--- src/rtl/keypad_pkg.sv ---
// Shared types and helpers for the row-scanned keypad decoder.
// Frame classification, code-space sizing and the phone-style key map.
package keypad_pkg;

    typedef enum logic [1:0] {
        FR_NONE   = 2'd0,
        FR_SINGLE = 2'd1,
        FR_MULTI  = 2'd2
    } frame_res_t;

    function automatic int no_key(input int rows, input int cols);
        return rows * cols;
    endfunction

    function automatic int code_width(input int rows, input int cols);
        return $clog2(rows * cols + 1);
    endfunction

    // Phone layout on a 4x3 pad: 1..9 on rows 0-2, then '*'=10, 0, '#'=11.
    function automatic int legacy_code(input int r, input int c, input int rows, input int cols);
        if (rows != 4 || cols != 3) return r * cols + c;
        if (r < 3)                  return r * cols + c + 1;
        if (c == 0)                 return 10;
        if (c == 1)                 return 0;
        return 11;
    endfunction

endpackage

--- src/rtl/keypad_frame_debounce.sv ---
// Whole-frame debouncer: promotes a frame result to the stable state after
// DEBOUNCE identical frames, with ghost guard and optional auto-repeat.
module keypad_frame_debounce
    import keypad_pkg::*;
#(
    parameter int CW         = 4,
    parameter int NO_KEY     = 12,
    parameter int DEBOUNCE   = 4,
    parameter int REPEAT_EN  = 0,
    parameter int REPEAT_DLY = 250,
    parameter int REPEAT_PER = 50
) (
    input  logic          clk,
    input  logic          rst,
    input  logic          frame_done,
    input  frame_res_t    fr_res,
    input  logic [CW-1:0] fr_code,
    output frame_res_t    stable_res,
    output logic [CW-1:0] stable_code,
    output logic          held,
    output logic          pulse
);

    localparam int MW   = $clog2(DEBOUNCE + 1);
    localparam int RMAX = (REPEAT_DLY > REPEAT_PER) ? REPEAT_DLY : REPEAT_PER;
    localparam int RCW  = $clog2(RMAX + 1);

    frame_res_t     prev_res;
    logic [CW-1:0]  prev_code;
    logic [MW-1:0]  match_cnt;
    logic [MW-1:0]  match_next;
    logic [RCW-1:0] rep_cnt;
    logic [RCW-1:0] rep_next;
    logic           rep_phase;
    logic           ghost;
    logic           same;
    logic           changed;
    logic           rep_fire;

    always_comb begin
        same       = (fr_res == prev_res) && (fr_res != FR_SINGLE || fr_code == prev_code);
        match_next = !same ? MW'(1)
                   : (match_cnt == MW'(DEBOUNCE)) ? match_cnt : match_cnt + MW'(1);
        changed    = (match_next == MW'(DEBOUNCE)) &&
                     ((fr_res != stable_res) || (fr_res == FR_SINGLE && fr_code != stable_code));
        rep_next   = rep_cnt + RCW'(1);
        rep_fire   = (REPEAT_EN != 0) && held &&
                     (rep_next == (rep_phase ? RCW'(REPEAT_PER) : RCW'(REPEAT_DLY)));
    end

    always_ff @(posedge clk or posedge rst) begin
        if (rst) begin
            prev_res    <= FR_NONE;
            prev_code   <= CW'(NO_KEY);
            match_cnt   <= '0;
            stable_res  <= FR_NONE;
            stable_code <= CW'(NO_KEY);
            held        <= 1'b0;
            ghost       <= 1'b0;
            rep_cnt     <= '0;
            rep_phase   <= 1'b0;
            pulse       <= 1'b0;
        end else begin
            pulse <= 1'b0;
            if (frame_done) begin
                prev_res  <= fr_res;
                prev_code <= fr_code;
                match_cnt <= match_next;
                if (changed) begin
                    stable_res  <= fr_res;
                    stable_code <= (fr_res == FR_SINGLE) ? fr_code : CW'(NO_KEY);
                    rep_cnt     <= '0;
                    rep_phase   <= 1'b0;
                    case (fr_res)
                        // A single key that emerges from a multi-key state may be a ghost.
                        FR_SINGLE: begin
                            held  <= !ghost;
                            pulse <= !ghost;
                        end
                        FR_MULTI: begin
                            held  <= 1'b0;
                            ghost <= 1'b1;
                        end
                        default: begin
                            held  <= 1'b0;
                            ghost <= 1'b0;
                        end
                    endcase
                end else if (rep_fire) begin
                    pulse     <= 1'b1;
                    rep_cnt   <= '0;
                    rep_phase <= 1'b1;
                end else if (held && REPEAT_EN != 0) begin
                    rep_cnt <= rep_next;
                end
            end
        end
    end

endmodule

--- src/rtl/keypad_scan_decoder.sv ---
// Row-scanned matrix keypad controller: drives rows low one at a time, samples
// synchronised columns, classifies each frame and emits debounced key codes.
module keypad_scan_decoder
    import keypad_pkg::*;
#(
    parameter int ROWS       = 4,
    parameter int COLS       = 3,
    parameter int SCAN_DIV   = 1000,
    parameter int DEBOUNCE   = 4,
    parameter int LEGACY_MAP = 1,
    parameter int REPEAT_EN  = 0,
    parameter int REPEAT_DLY = 250,
    parameter int REPEAT_PER = 50,
    localparam int NO_KEY    = no_key(ROWS, COLS),
    localparam int CW        = code_width(ROWS, COLS)
) (
    input  logic            clk,
    input  logic            rst,
    output logic [ROWS-1:0] row_drv_n,
    input  logic [COLS-1:0] col_in_n,
    output logic [CW-1:0]   key_code,
    output logic            key_valid,
    output logic            key_held,
    output logic            multi_key
);

    localparam int DW = $clog2(SCAN_DIV);
    localparam int RW = (ROWS > 1) ? $clog2(ROWS) : 1;

    logic [COLS-1:0] col_meta;
    logic [COLS-1:0] col_sync;
    logic [DW-1:0]   dwell_cnt;
    logic [RW-1:0]   row_idx;
    logic [1:0]      acc_hits;
    logic [CW-1:0]   acc_code;
    logic [1:0]      row_hits;
    logic [CW-1:0]   row_code;
    logic [2:0]      hit_sum;
    logic [1:0]      tot_hits;
    logic [CW-1:0]   sel_code;
    logic            sample_now;
    logic            last_row;
    logic            frame_done;
    frame_res_t      fr_res;
    logic [CW-1:0]   fr_code;
    frame_res_t      stable_res;
    logic [CW-1:0]   stable_code;
    logic            held;
    logic            pulse;

    function automatic logic [CW-1:0] code_of(input int r, input int c);
        if (LEGACY_MAP != 0) return CW'(legacy_code(r, c, ROWS, COLS));
        return CW'(r * COLS + c);
    endfunction

    assign sample_now = (dwell_cnt == DW'(SCAN_DIV - 1));
    assign last_row   = (row_idx == RW'(ROWS - 1));

    // NOTE: every variable gets a default at the top of always_comb so no path
    // leaves it unassigned, which would otherwise infer a latch.
    always_comb begin
        row_hits = 2'd0;
        row_code = '0;
        for (int c = 0; c < COLS; c++) begin
            if (!col_sync[c]) begin
                row_code = code_of(int'(row_idx), c);
                if (row_hits != 2'd2) row_hits = row_hits + 2'd1;
            end
        end
        hit_sum  = {1'b0, acc_hits} + {1'b0, row_hits};
        tot_hits = (hit_sum > 3'd2) ? 2'd2 : hit_sum[1:0];
        sel_code = (row_hits != 2'd0) ? row_code : acc_code;
    end

    // NOTE: sequential state uses non-blocking assignments so every register
    // samples pre-edge values; the two synchroniser flops depend on this.
    always_ff @(posedge clk or posedge rst) begin
        if (rst) begin
            col_meta   <= '1;
            col_sync   <= '1;
            dwell_cnt  <= '0;
            row_idx    <= '0;
            row_drv_n  <= ~ROWS'(1);
            acc_hits   <= 2'd0;
            acc_code   <= '0;
            frame_done <= 1'b0;
            fr_res     <= FR_NONE;
            fr_code    <= CW'(NO_KEY);
        end else begin
            col_meta   <= col_in_n;
            col_sync   <= col_meta;
            frame_done <= 1'b0;
            if (sample_now) begin
                dwell_cnt <= '0;
                if (last_row) begin
                    row_idx    <= '0;
                    row_drv_n  <= ~ROWS'(1);
                    acc_hits   <= 2'd0;
                    acc_code   <= '0;
                    frame_done <= 1'b1;
                    fr_code    <= sel_code;
                    fr_res     <= (tot_hits == 2'd0) ? FR_NONE
                                : (tot_hits == 2'd1) ? FR_SINGLE : FR_MULTI;
                end else begin
                    row_idx   <= row_idx + RW'(1);
                    row_drv_n <= ~(ROWS'(1) << (row_idx + RW'(1)));
                    acc_hits  <= tot_hits;
                    acc_code  <= sel_code;
                end
            end else begin
                dwell_cnt <= dwell_cnt + DW'(1);
            end
        end
    end

    keypad_frame_debounce #(
        .CW         (CW),
        .NO_KEY     (NO_KEY),
        .DEBOUNCE   (DEBOUNCE),
        .REPEAT_EN  (REPEAT_EN),
        .REPEAT_DLY (REPEAT_DLY),
        .REPEAT_PER (REPEAT_PER)
    ) u_debounce (
        .clk         (clk),
        .rst         (rst),
        .frame_done  (frame_done),
        .fr_res      (fr_res),
        .fr_code     (fr_code),
        .stable_res  (stable_res),
        .stable_code (stable_code),
        .held        (held),
        .pulse       (pulse)
    );

    // Outputs all register on the same edge so key_code is settled whenever key_valid is high.
    always_ff @(posedge clk or posedge rst) begin
        if (rst) begin
            key_code  <= CW'(NO_KEY);
            key_valid <= 1'b0;
            key_held  <= 1'b0;
            multi_key <= 1'b0;
        end else begin
            key_code  <= held ? stable_code : CW'(NO_KEY);
            key_valid <= pulse;
            key_held  <= held;
            multi_key <= (stable_res == FR_MULTI);
        end
    end

endmodule

--- config.mk ---
export PLATFORM = sky130hd
export DESIGN_NAME = keypad_scan_decoder
export DESIGN_NICKNAME = d
export VERILOG_FILES = /design/src/rtl/keypad_pkg.sv /design/src/rtl/keypad_frame_debounce.sv /design/src/rtl/keypad_scan_decoder.sv
export SDC_FILE = /design/constraint.sdc
export NUM_CORES = 1
export LEC_CHECK = 0
export CORE_MARGIN = 5
export CORE_UTILIZATION = 25
export DETAILED_ROUTE_END_ITERATION = 16
export GPL_TIMING_DRIVEN = 1
export PLACE_DENSITY = 0.46
export SLEW_MARGIN = 20
export SYNTH_ARGS = -nofsm -noshare
export SYNTH_HDL_FRONTEND = slang
export SYNTH_SLANG_ARGS = --single-unit
--- constraint.sdc ---
create_clock -name clk -period 4.5 [get_ports clk]
set_clock_uncertainty 0.1 [all_clocks]
set_input_delay 1.125 -clock clk [delete_from_list [all_inputs] [get_ports clk]]
set_output_delay 1.125 -clock clk [all_outputs]
set_load 0.01 [all_outputs]
**Yosys cells after proc, flatten, opt, wreduce, memory -nomap -nowiden**

Cells that the tools add are included.

- Input port bits: 5
- Logic and storage cells: 113
- Flip-flop bits (word level): 60
- Output and inout port bits: 11

- Reductions and logical operators: 11
- Equality and inequality tests: 15
- Add/subtract/negate cells: 10
- Bitwise operators: 2
- Multipliers: 1
- Order comparisons: 2
- Mux-type cells: 49
- Shift-type cells: 1

Operator list:

| cell | count |
|---|---|
| two-way mux 4 bit | 18 |
| two-way mux 1 bit | 18 |
| two-way mux 2 bit | 9 |
| adder 10 x 1 -> 10 bit (second input constant) | 1 |
| equality test 10 bit (second input constant) | 1 |
| two-way mux 10 bit | 1 |
| adder 4 x 1 -> 4 bit (second input constant) | 2 |
| adder 4 x 2 -> 4 bit (second input constant) | 2 |
| adder 2 x 1 -> 2 bit (second input constant) | 3 |
| equality test 2 bit (second input constant) | 3 |
| equality test 3 bit (second input constant) | 2 |
| two-way mux 3 bit | 2 |
| equality test 2 x 1 -> 1 bit (second input constant) | 2 |
| equality test 4 bit | 1 |
| multiplier 2 x 2 -> 4 bit (second input constant) | 1 |
| != test 2 bit (second input constant) | 2 |
| != test 4 bit | 1 |
| NOT 4 bit | 1 |
| AND reduction 2 bit | 2 |
| left shift 1 x 2 -> 4 bit (first input constant) | 1 |
| adder 2 x 2 -> 3 bit | 1 |
| adder 3 x 1 -> 3 bit (second input constant) | 1 |
| > comparator 3 x 2 -> 1 bit (second input constant) | 1 |
| logical AND 1 bit | 3 |
| other kinds (11) | 12 |

**Logic depth before layout (Yosys ltp)**

Gate-level depths: netlist of run 1.

- Depth after elaboration: 13
- Gate-level depth with buffers: 9
- Mapped depth without buffers: 9

**Cells and area by module**

A second synthesis of run 1 with hierarchy kept.

- Cell total of the unflattened synthesis: 278
- Area total of the unflattened synthesis: 3037.9 sq um

By module, submodules not included:

| module | sequential area each (sq um) | cells an instance | area each (sq um) | instances |
|---|---|---|---|---|
| keypad_scan_decoder | 1067.3 | 184 | 2003.2 | 1 |
| keypad_frame_debounce | 455.4 | 94 | 1034.7 | 1 |

**Least setup slack after synthesis of run 1**

OpenSTA, ideal clock, no wires.

- Kind: register to register
- Start point: register u_debounce.match_cnt[0]
- End point: register u_debounce.held
- Cell stages (with the launch flop): 9
- Slack: 2107 ps
- Data arrival time: 2168 ps
- Library setup time: 125 ps
- Cells stage by stage: dfrtp_1 > inv_1 > ha_1 > or3b_1 > a311oi_2 > nand4_2 > a31o_1 > buf_6 > mux2_4

- Word-level cells in the longest chain between the ends: 6

RTL lines:

| what | line | RTL |
|---|---|---|
| start: declaration | keypad_frame_debounce.sv:30 | `logic [MW-1:0] match_cnt;` |
| start signal: assignment | keypad_frame_debounce.sv:68 | `match_cnt <= match_next;` |
| adder 3 x 1 -> 3 bit / equality test 3 bit (equally long branches) | keypad_frame_debounce.sv:43 | `: (match_cnt == MW'(DEBOUNCE)) ? match_cnt : match_cnt + MW'(1);` |
| two-way mux 3 bit * | keypad_frame_debounce.sv:43 |  |
| two-way mux 3 bit * | keypad_frame_debounce.sv:42 | `match_next = !same ? MW'(1)` |
| equality test 3 bit * | keypad_frame_debounce.sv:44 | `changed = (match_next == MW'(DEBOUNCE)) &&` |
| logical AND 1 bit * | keypad_frame_debounce.sv:44 |  |
| AND reduction 2 bit (no source line) * | -- |  |
| end signal: assignment | keypad_frame_debounce.sv:77 | `held <= !ghost;` |
| end: declaration | keypad_frame_debounce.sv:20 | `output logic held,` |

Mark *: on every way between the ends. The rest lies on a longest branch, timed or not.
A chain may end at the register's enable or synchronous reset.

**Worst setup path after layout of run 1**

- Start point: register row_drv_n[1]
- End point: output port row_drv_n[1]

RTL lines:

| what | line | RTL |
|---|---|---|
| start: declaration | keypad_scan_decoder.sv:19 | `output logic [ROWS-1:0] row_drv_n,` |
| start signal: assignment | keypad_scan_decoder.sv:83 | `row_drv_n <= ~ROWS'(1);` |
| start signal: assignment | keypad_scan_decoder.sv:97 | `row_drv_n <= ~ROWS'(1);` |
| start signal: assignment | keypad_scan_decoder.sv:106 | `row_drv_n <= ~(ROWS'(1) << (row_idx + RW'(1)));` |

No word-level cell between the ends.

==> flow_summary.ini, run 1 <==
[route]
routedWlPerCell_um = 11.8
drt_first_pass_iters = 4
drt-vias-per-instance = 4.35
drcViolationCount = 0
vias = 1904
ant_nets = 0
drt_iter0_drc = 54
routed_wl_um = 5190

[timing]
setup_ws_ps = 1900
fin_tns_setup_ps = 0
worst_slew_pin_slew_ps = 669
slew_viol_final = 0
whs_ps = 247
final.min_clock_period_ps = 2600
rsz0062_at_grt = false
setup_viol = 0
max_freq_mhz = 385
slew-limit-headroom_pct = 55.3
finalHoldViolCount = 0
fin_crit_sh_pct = 57.7

[setup_path]
cp-start-kind = register
crit_path_max_incr_delay_ps = 530
worstPathRequired_ps = 3270
timing.rr.start = u_debounce.match_cnt[0]
cp.arrival_ps = 1370
slowest_stage = dfstp_2
critPathTopFamily = flip-flops
crit_path_end_kind = output pin
path_class = register to output pin
path_buf_inv = 1
cp_max_fo = 2
crit_chain = clkdlybuf4s50_1
timing.critical_path.from = row_drv_n[1]

[pwr]
power_frac_comb_pct = 2.5
clockPowerShare_pct = 53.9
p_sw_mw = 0.243
total_power_mw = 1.26
swShare_pct = 19.3
p_int_mw = 1.01
irDropWorstVdd_uv = 192
power.density_nw_per_um2 = 361
p_leak_nw = 1.54
share_seq_of_total_power_pct = 43.6

[layout]
diodes = 0
ff_latch_area_um2 = 1520
nFillCells = 1161
drive_above_1_share_pct = 16.6
area_growth_pct = 21.1
final_util_pct = 30.7
finalNetCount = 310
multi_input_area_um2 = 1250

[global_route]
grt_max_degree = 33
grt_antenna_before_repair = 0
grt.total_usage_pct = 8.28
grt_pass1_wl_um = 9470
gr-total-overflow = 0
grt_pass1_vias = 1948

[yosys]
ys_ff_latch = 60
netlist_instances = 271
synth_cell_types = 46
synth.net_count = 291
synth_edf_count = 0
synthesis.area_um2 = 2880
ys_seq_area_share_pct = 52.9
avgSynthCellArea_um2 = 10.6
async_flop_share_pct = 100
ys_warn_count = 0
synth_flop_cell = dfrtp_1

[die]
dieHeight_um = 117
die-area_um2 = 13800
fp-row-count = 39
core_region_area_um2 = 11400
io_pins = 16
initial_core_util_pct = 25.3
die_w_um = 117

[placement]
io_buffers = 15
dp_hpwl_um = 3670
pre_cts_ws_ps = 1880
gp_congestion = 0.722

[job]
max-cap-violations = 0

[clock_tree]
htreeDepth = 3
clockBufferDepth = 2
clkSinkCount = 60
ctsRootBufferMaster = clkbuf_16
cts_tree = built
clk_latency_ps = 320
numCtsBuffers = 9
holdBufCountCts = 0
clkTransAtPathRegs_ps = 50
cts_resized = 0
cts_setup_buffers = 0

[worst_hold_path]
hold_class = register to register
min-delay-start = u_debounce.pulse

[run_status]
run_status = completed
==> layout by cell type (no fill, tap or decap), types with 14 or more instances in the layout <==
master           instances
nor2_1                  17
nand2_1                 36
ha_1                    14
dfrtp_1                 43
clkdlybuf4s50_1         15
dfstp_2                 17
o21ai_0                 20
inv_1                   17
==> cell families (layout without fill, tap and decap cells) <==
kind of cell,after synthesis,after routing,synth area share (%)
AOI/OAI and AO/OA,47,47,10.5
xor gates and xnor gates,16,16,4.87
adders and majority gates,15,15,6.78
buffers and inverters,27,51,3.78
DFF,60,60,52.9
muxes,16,16,6.13
and+or+nand+nor,90,90,15.0
==> cell type report <==
cell class | instances | area share, %
inverters | 18 | 1.94
clock buffers | 14 | 7.57
clock inverters | 2 | 1.00
multi-input cells | 184 | 36.0
well taps | 143 | 5.13
flip-flops and latches | 60 | 43.7
repair buffers | 17 | 4.74
==> flip-flops by register name (all words and copies together), names as in the netlist, 3 cells and up <==
register and cells:
acc_code 4, key_code 4, u_debounce.prev_code 4, col_sync 3, fr_code 4, u_debounce.match_cnt 3, row_drv_n 4, dwell_cnt 10
u_debounce.stable_code 4, col_meta 3
==> through the flow <==
stage / area [µm²] / instances
finish: 3490 / 438
global route: 3490 / 438
CTS: 3490 / 438
global placement: 3190 / 422
floorplan: 2880 / 271
detailed placement: 3190 / 422
==> metal layers <==
layer | routed length, µm | track usage, % | vias up | part of all wire (%)
met2 | 2340 | 12.7 | 30 | 45
met5 | 0 | 0 | - | 0
met3 | 184 | 2.98 | 6 | 3.5
li1 | - | - | 956 | -
met4 | 65 | 2.47 | 0 | 1.3
met1 | 2600 | 10.9 | 912 | 50
==> final timing paths <==
path,endpoint,slack [ps],depth (start not counted)
max in group asynchronous,row_drv_n[1],2300,3
worst max-delay path,row_drv_n[1],1900,1
min in group asynchronous,fr_res[0],1140,2
worst min-delay path,key_valid,250,0
worst min register to register,key_valid,250,0
worst max register to register,u_debounce.held,1940,7
==> synthesized netlist by cell type, drive strengths merged, types with 2 or more instances <==
cell type   n  area [µm²]
dfrtp      43        1080
nand2      36         135
o21ai      20         100
inv        18        67.6
dfstp      17         447
nor2       17        63.8
ha         14         175
mux2       10         116
a21oi       9        45.0
nand3       9        45.0
xor2        9        78.8
clkbuf      8        30.0
xnor2       7        61.3
mux2i       6        60.1
and2        5        31.3
o31ai       5        37.5
nand2b      4        25.0
nor2b       3        18.8
nor3        3        15.0
nor4        3        18.8
nand4       2        18.8
o311ai      2        17.5
or3b        2        17.5
==> power by group through the flow <==
stage	Sequential [mW]	Combinational, mW	Clock (mW)
2_1_floorplan	0.556	0.0207	0
3_3_place_gp	0.557	0.0318	0
3_5_place_dp	0.557	0.0320	0
4_1_cts	0.548	0.0321	0.701
5_1_grt	0.549	0.0371	0.724
6_report	0.549	0.0309	0.678
(Power assumes the default switching activity.)
==> run 2, diff against run 1 <==
- clock period: 4.5 -> 2.5 ns (I/O delays scaled with it)
==> run 2 against run 1 <==
  * Combinational power rose by 110%
  * Core utilization rose by 0.29 points
  * Flip-flop and latch count stayed put
  * Power increased by 72%
  * Highest routed layer unchanged
  * Sequential power grew 80%
  * Non-clock buffer count increased by 7
  * Cell count rose by 1.6%
==> flow_summary.ini, run 2 (synthesis gave the netlist of run 1 again) <==
[setup_path]
crit_path_end_kind = register
r2r-end = fr_res[0]
reg2reg_slack_ps = 110
worstPathRequired_ps = 2610
slowest_stage = dfstp_2
cp-start-kind = register
crit_path_max_incr_delay_ps = 540
timing.critical_path.from = col_sync[0]
timing.rr.start = col_sync[0]
path_class = register to register
endpoint = fr_res[0]
cp.arrival_ps = 2490
crit_chain = inv_1, ha_1, mux2_2, ha_1, inv_1, fa_1, and2_1, nand2_1, o21ai_0
ff2ff_path_depth = 9
cp_max_fo = 3

[route]
drcViolationCount = 0
routed_wl_um = 5330
vias = 1916
drt-vias-per-instance = 4.31
routedWlPerCell_um = 12.0
drt_iter0_drc = 65
drt_first_pass_iters = 4
ant_nets = 0

[timing]
finalHoldViolCount = 0
worst_slew_pin_slew_ps = 500
slew_viol_final = 0
final.min_clock_period_ps = 2390
slew-limit-headroom_pct = 66.7
setup_viol = 0
whs_ps = 250
fin_tns_setup_ps = 0
fin_crit_sh_pct = 95.5
max_freq_mhz = 419

[clock_tree]
htreeDepth = 3
ctsRootBufferMaster = clkbuf_16
cts_tree = built
clockBufferDepth = 2
clkTransAtPathRegs_ps = 50
holdBufCountCts = 0
clkSinkCount = 60
clk_latency_ps = 330
numCtsBuffers = 9

[layout]
multi_input_area_um2 = 1250
finalNetCount = 317
postLayoutCellArea_um2 = 3520
diodes = 0
drive_above_1_share_pct = 18.9
largest_reg_flops = 10
largest_register = dwell_cnt
nFillCells = 1189
finalNonFillerCells = 445
final_util_pct = 31.0
layout_commonest_cell = dfrtp_1
layout_common_cells = dfrtp_1, nand2_1, o21ai_0
area_growth_pct = 22.3
ff_latch_area_um2 = 1520

[die]
core_region_area_um2 = 11400
io_pins = 16
initial_core_util_pct = 25.3
fp-row-count = 39
dieHeight_um = 117
die_w_um = 117
die-area_um2 = 13800

[placement]
dp_hpwl_um = 3700
io_buffers = 15
place_area_um2 = 3240
gp_congestion = 0.725
dp.cells = 427

[pwr]
power.density_nw_per_um2 = 613
irDropWorstVdd_uv = 331
clockPowerShare_pct = 51.3
p_leak_nw = 1.56
p_int_mw = 1.70
swShare_pct = 21.2
p_sw_mw = 0.457
power_frac_comb_pct = 3.0
share_seq_of_total_power_pct = 45.7

[job]
max-cap-violations = 0

[global_route]
grt_pass1_wl_um = 9270
gr-total-overflow = 0
grt.total_usage_pct = 8.45
grt_max_degree = 45
grt_antenna_before_repair = 0
grt_pass1_vias = 1972

[run_status]
run_status = completed

[worst_hold_path]
hold_class = register to register
min-delay-start = col_meta[0]
-- run 2: metrics by stage --
| stage | setup slack (ps) | power (mW) |
|---|---|---|
| global route | -2.46 | 2.26 |
| floorplan | 107 | 1.04 |
| detailed placement | 30.7 | 1.07 |
| global placement | 106 | 1.07 |
| finish | 111 | 2.16 |
| CTS | 33.2 | 2.21 |
-- run 2: area by class of cell --
cell class,instances,share of cell area [%]
Sequential cell,60,43.3
Multi-Input combinational cell,184,35.6
Clock buffer,13,7.11
Timing Repair Buffer,24,6.54
Tap cell,143,5.08
Inverter,18,1.92
Clock inverter,3,0.427
-- run 2: worst min path at each step --
stage | slack, ps | cells past startpoint | to
after detailed placement | 250 | 0 | col_sync[0]
final | 250 | 0 | col_sync[0]
after CTS | 260 | 0 | col_sync[0]
after global routing | 260 | 0 | col_sync[0]
after floorplan | 230 | 0 | key_valid
after global placement | 230 | 0 | key_valid
-- run 2: power by group through the flow --
stage          clock, mW  sequential, mW  combinational, mW
6_report            1.11           0.986             0.0646
5_1_grt             1.20           0.985             0.0747
4_1_cts             1.16           0.986             0.0655
3_5_place_dp           0            1.00             0.0654
3_3_place_gp           0            1.00             0.0645
2_1_floorplan          0            1.00             0.0373
-- run 2: metal layers --
metal  global-route usage (%)  share of wire (%)  up-vias
met4                     3.48                1.8        0
met1                     9.98                 46      917
li1                         -                  -      966
met3                     4.48                4.8       11
met2                     12.8                 47       22
met5                        0                  0        -
-- run 2: what timing repair did --
| item | in CTS | in global routing |
|---|---|---|
| hold endpoints to repair | 0 | 0 |
| resized for setup | 0 | 2 |
| endpoints found under the setup margin | 0 | 9 |
| buffers inserted | 0 | 2 |
-- run 2: worst max-delay path: cells and delay by family, from the launching register on --
family	cells	cell delay [ps]
AOI/OAI and AO/OA	1	70
and+or+nand+nor	2	280
muxes	1	280
buffers and inverters	2	110
DFF	1	540
adders and majority gates	3	880
==> run 3, diff against run 2 <==
- PLACE_DENSITY: 0.46 -> 0.47
- SLEW_MARGIN: 20 -> 5
- clock period: 2.5 -> 2.1 ns (I/O delays scaled with it)
==> run 3 against run 2 <==
  * The run now ends with negative setup slack left
  * Clock-buffer cell count rose by 1
  * Combinational power rose by 52%
  * Power up 19%
  * Critical path type unchanged
  * Largest power group unchanged
  * Highest routed layer unchanged
==> flow_summary.ini, run 3 (synthesis gave the netlist of run 1 again) <==
[global_route]
grt.total_usage_pct = 8.78
gr-total-overflow = 0
grt_antenna_before_repair = 0
grt_pass1_wl_um = 9890
grt_max_degree = 61
grt_pass1_vias = 2103

[timing]
fin_crit_sh_pct = 105
setup_ws_ps = -110
final.min_clock_period_ps = 2210
slew-limit-headroom_pct = 75.7
slew_viol_final = 0
rsz0062_at_grt = true
max_freq_mhz = 452
setup_viol = 9
finalHoldViolCount = 0
worst_slew_pin_slew_ps = 361

[pwr]
power_frac_comb_pct = 3.8
swShare_pct = 20.7
p_sw_mw = 0.533
share_seq_of_total_power_pct = 45.6
irDropWorstVdd_uv = 341
p_leak_nw = 1.66
clockPowerShare_pct = 50.6
power.density_nw_per_um2 = 682
p_int_mw = 2.04

[die]
core_region_area_um2 = 11400
initial_core_util_pct = 25.3
die_w_um = 117
dieHeight_um = 117
die-area_um2 = 13800
io_pins = 16
fp-row-count = 39

[layout]
largest_register = dwell_cnt
area_growth_pct = 30.9
largest_reg_flops = 10
finalNetCount = 337
diodes = 0
drive_above_1_share_pct = 29.2
layout_common_cells = dfrtp_1, nand2_1, buf_4, o21ai_0
nFillCells = 1157
layout_commonest_cell = dfrtp_1
finalNonFillerCells = 465

[setup_path]
cp-start-kind = register
crit_path_end_kind = register
timing.critical_path.from = col_sync[0]
reg2reg_slack_ps = -110
cp.arrival_ps = 2340
path_class = register to register
cp_max_fo = 3
timing.rr.start = col_sync[0]
worstPathRequired_ps = 2230

[route]
vias = 1962
drt_iter0_drc = 53
routed_wl_um = 5560
drt-vias-per-instance = 4.22
ant_nets = 0
drt_first_pass_iters = 4
routedWlPerCell_um = 12.0
drcViolationCount = 0

[clock_tree]
numCtsBuffers = 9
clk_latency_ps = 320
clkTransAtPathRegs_ps = 50
holdBufCountCts = 0
cts_tree = built
clockBufferDepth = 2
htreeDepth = 3
ctsRootBufferMaster = clkbuf_16
clkSinkCount = 60

[job]
max-cap-violations = 0

[run_status]
run_status = finished with violations
violations = negative setup slack

[worst_hold_path]
min-delay-start = col_meta[0]
hold_class = register to register

[placement]
gp_congestion = 0.768
io_buffers = 15
dp_hpwl_um = 3840
dp.cells = 446
pre_cts_ws_ps = -188
==> run 3: cell count changes in the layout (fill, tap and decap cells not counted), sizes merged <==
cell    delta
buf       +20
clkinv     -1
clkbuf     +1
==> run 3: layout make-up <==
cell class	instances	area [µm²]	share of cell area, %
Timing Repair Buffer	44	388	10.3
Sequential cell	60	1520	40.4
Clock inverter	2	10.0	0.266
Clock buffer	14	254	6.74
Multi-Input combinational cell	184	1350	35.8
Inverter	18	67.6	1.79
Tap cell	143	179	4.75
==> run 3: power by group through the flow <==
stage / registers, mW / logic (mW) / clock network [mW]
after detailed placement: 1.19 / 0.0901 / 0
final: 1.17 / 0.0983 / 1.30
after floorplan: 1.19 / 0.0527 / 0
after global placement: 1.19 / 0.0899 / 0
after global routing: 1.17 / 0.112 / 1.40
after CTS: 1.17 / 0.0962 / 1.35
==> run 3: per-layer routing <==
metal / GRT usage [%] / share of wire [%] / up-vias
met4: 3.26 / 1.1 / 0
met5: 0 / 0 / -
met2: 14.1 / 48 / 22
met1: 10.7 / 48 / 926
li1: - / - / 1010
met3: 3.22 / 3.0 / 4
==> run 3: metrics by stage <==
| stage | total power [mW] | cell area, µm² | hold WS (ps) | setup TNS [ps] | util [%] |
|---|---|---|---|---|---|
| after floorplan | 1.25 | 2920 | 231 | -904 | - |
| after global placement | 1.28 | 3420 | 233 | -779 | 30.1 |
| after detailed placement | 1.28 | 3420 | 246 | -1240 | 30.1 |
| after CTS | 2.62 | 3710 | 249 | -866 | 32.6 |
| after global routing | 2.69 | 3770 | 258 | -1330 | 33.2 |
| final | 2.57 | 3770 | 247 | -627 | 33.2 |
==> run 3: worst paths after layout <==
check / to / depth (start not counted)
setup / recovery: acc_hits[1] / 8
hold / removal: col_sync[0] / 0
setup reg to reg: acc_hits[1] / 8
hold reg to reg: col_sync[0] / 0
max in group asynchronous: row_drv_n[1] / 3
min in group asynchronous: u_debounce.prev_code[0] / 3
==> run 3: timing repair <==
action,CTS,global route
endpoints found under the setup margin,12,17
cloned,0,0
gates resized for setup,1,12
setup buffers,3,0
endpoints found under the hold margin,0,0
pin swaps,9,2
==> run 3: critical path, cell delays in order, from the launching register on <==
cell	delay (ps)
dfstp_2	550
inv_2	50
ha_4	230
mux2_4	270
ha_4	150
inv_2	40
fa_1	400
and2_4	160
o31ai_2	160
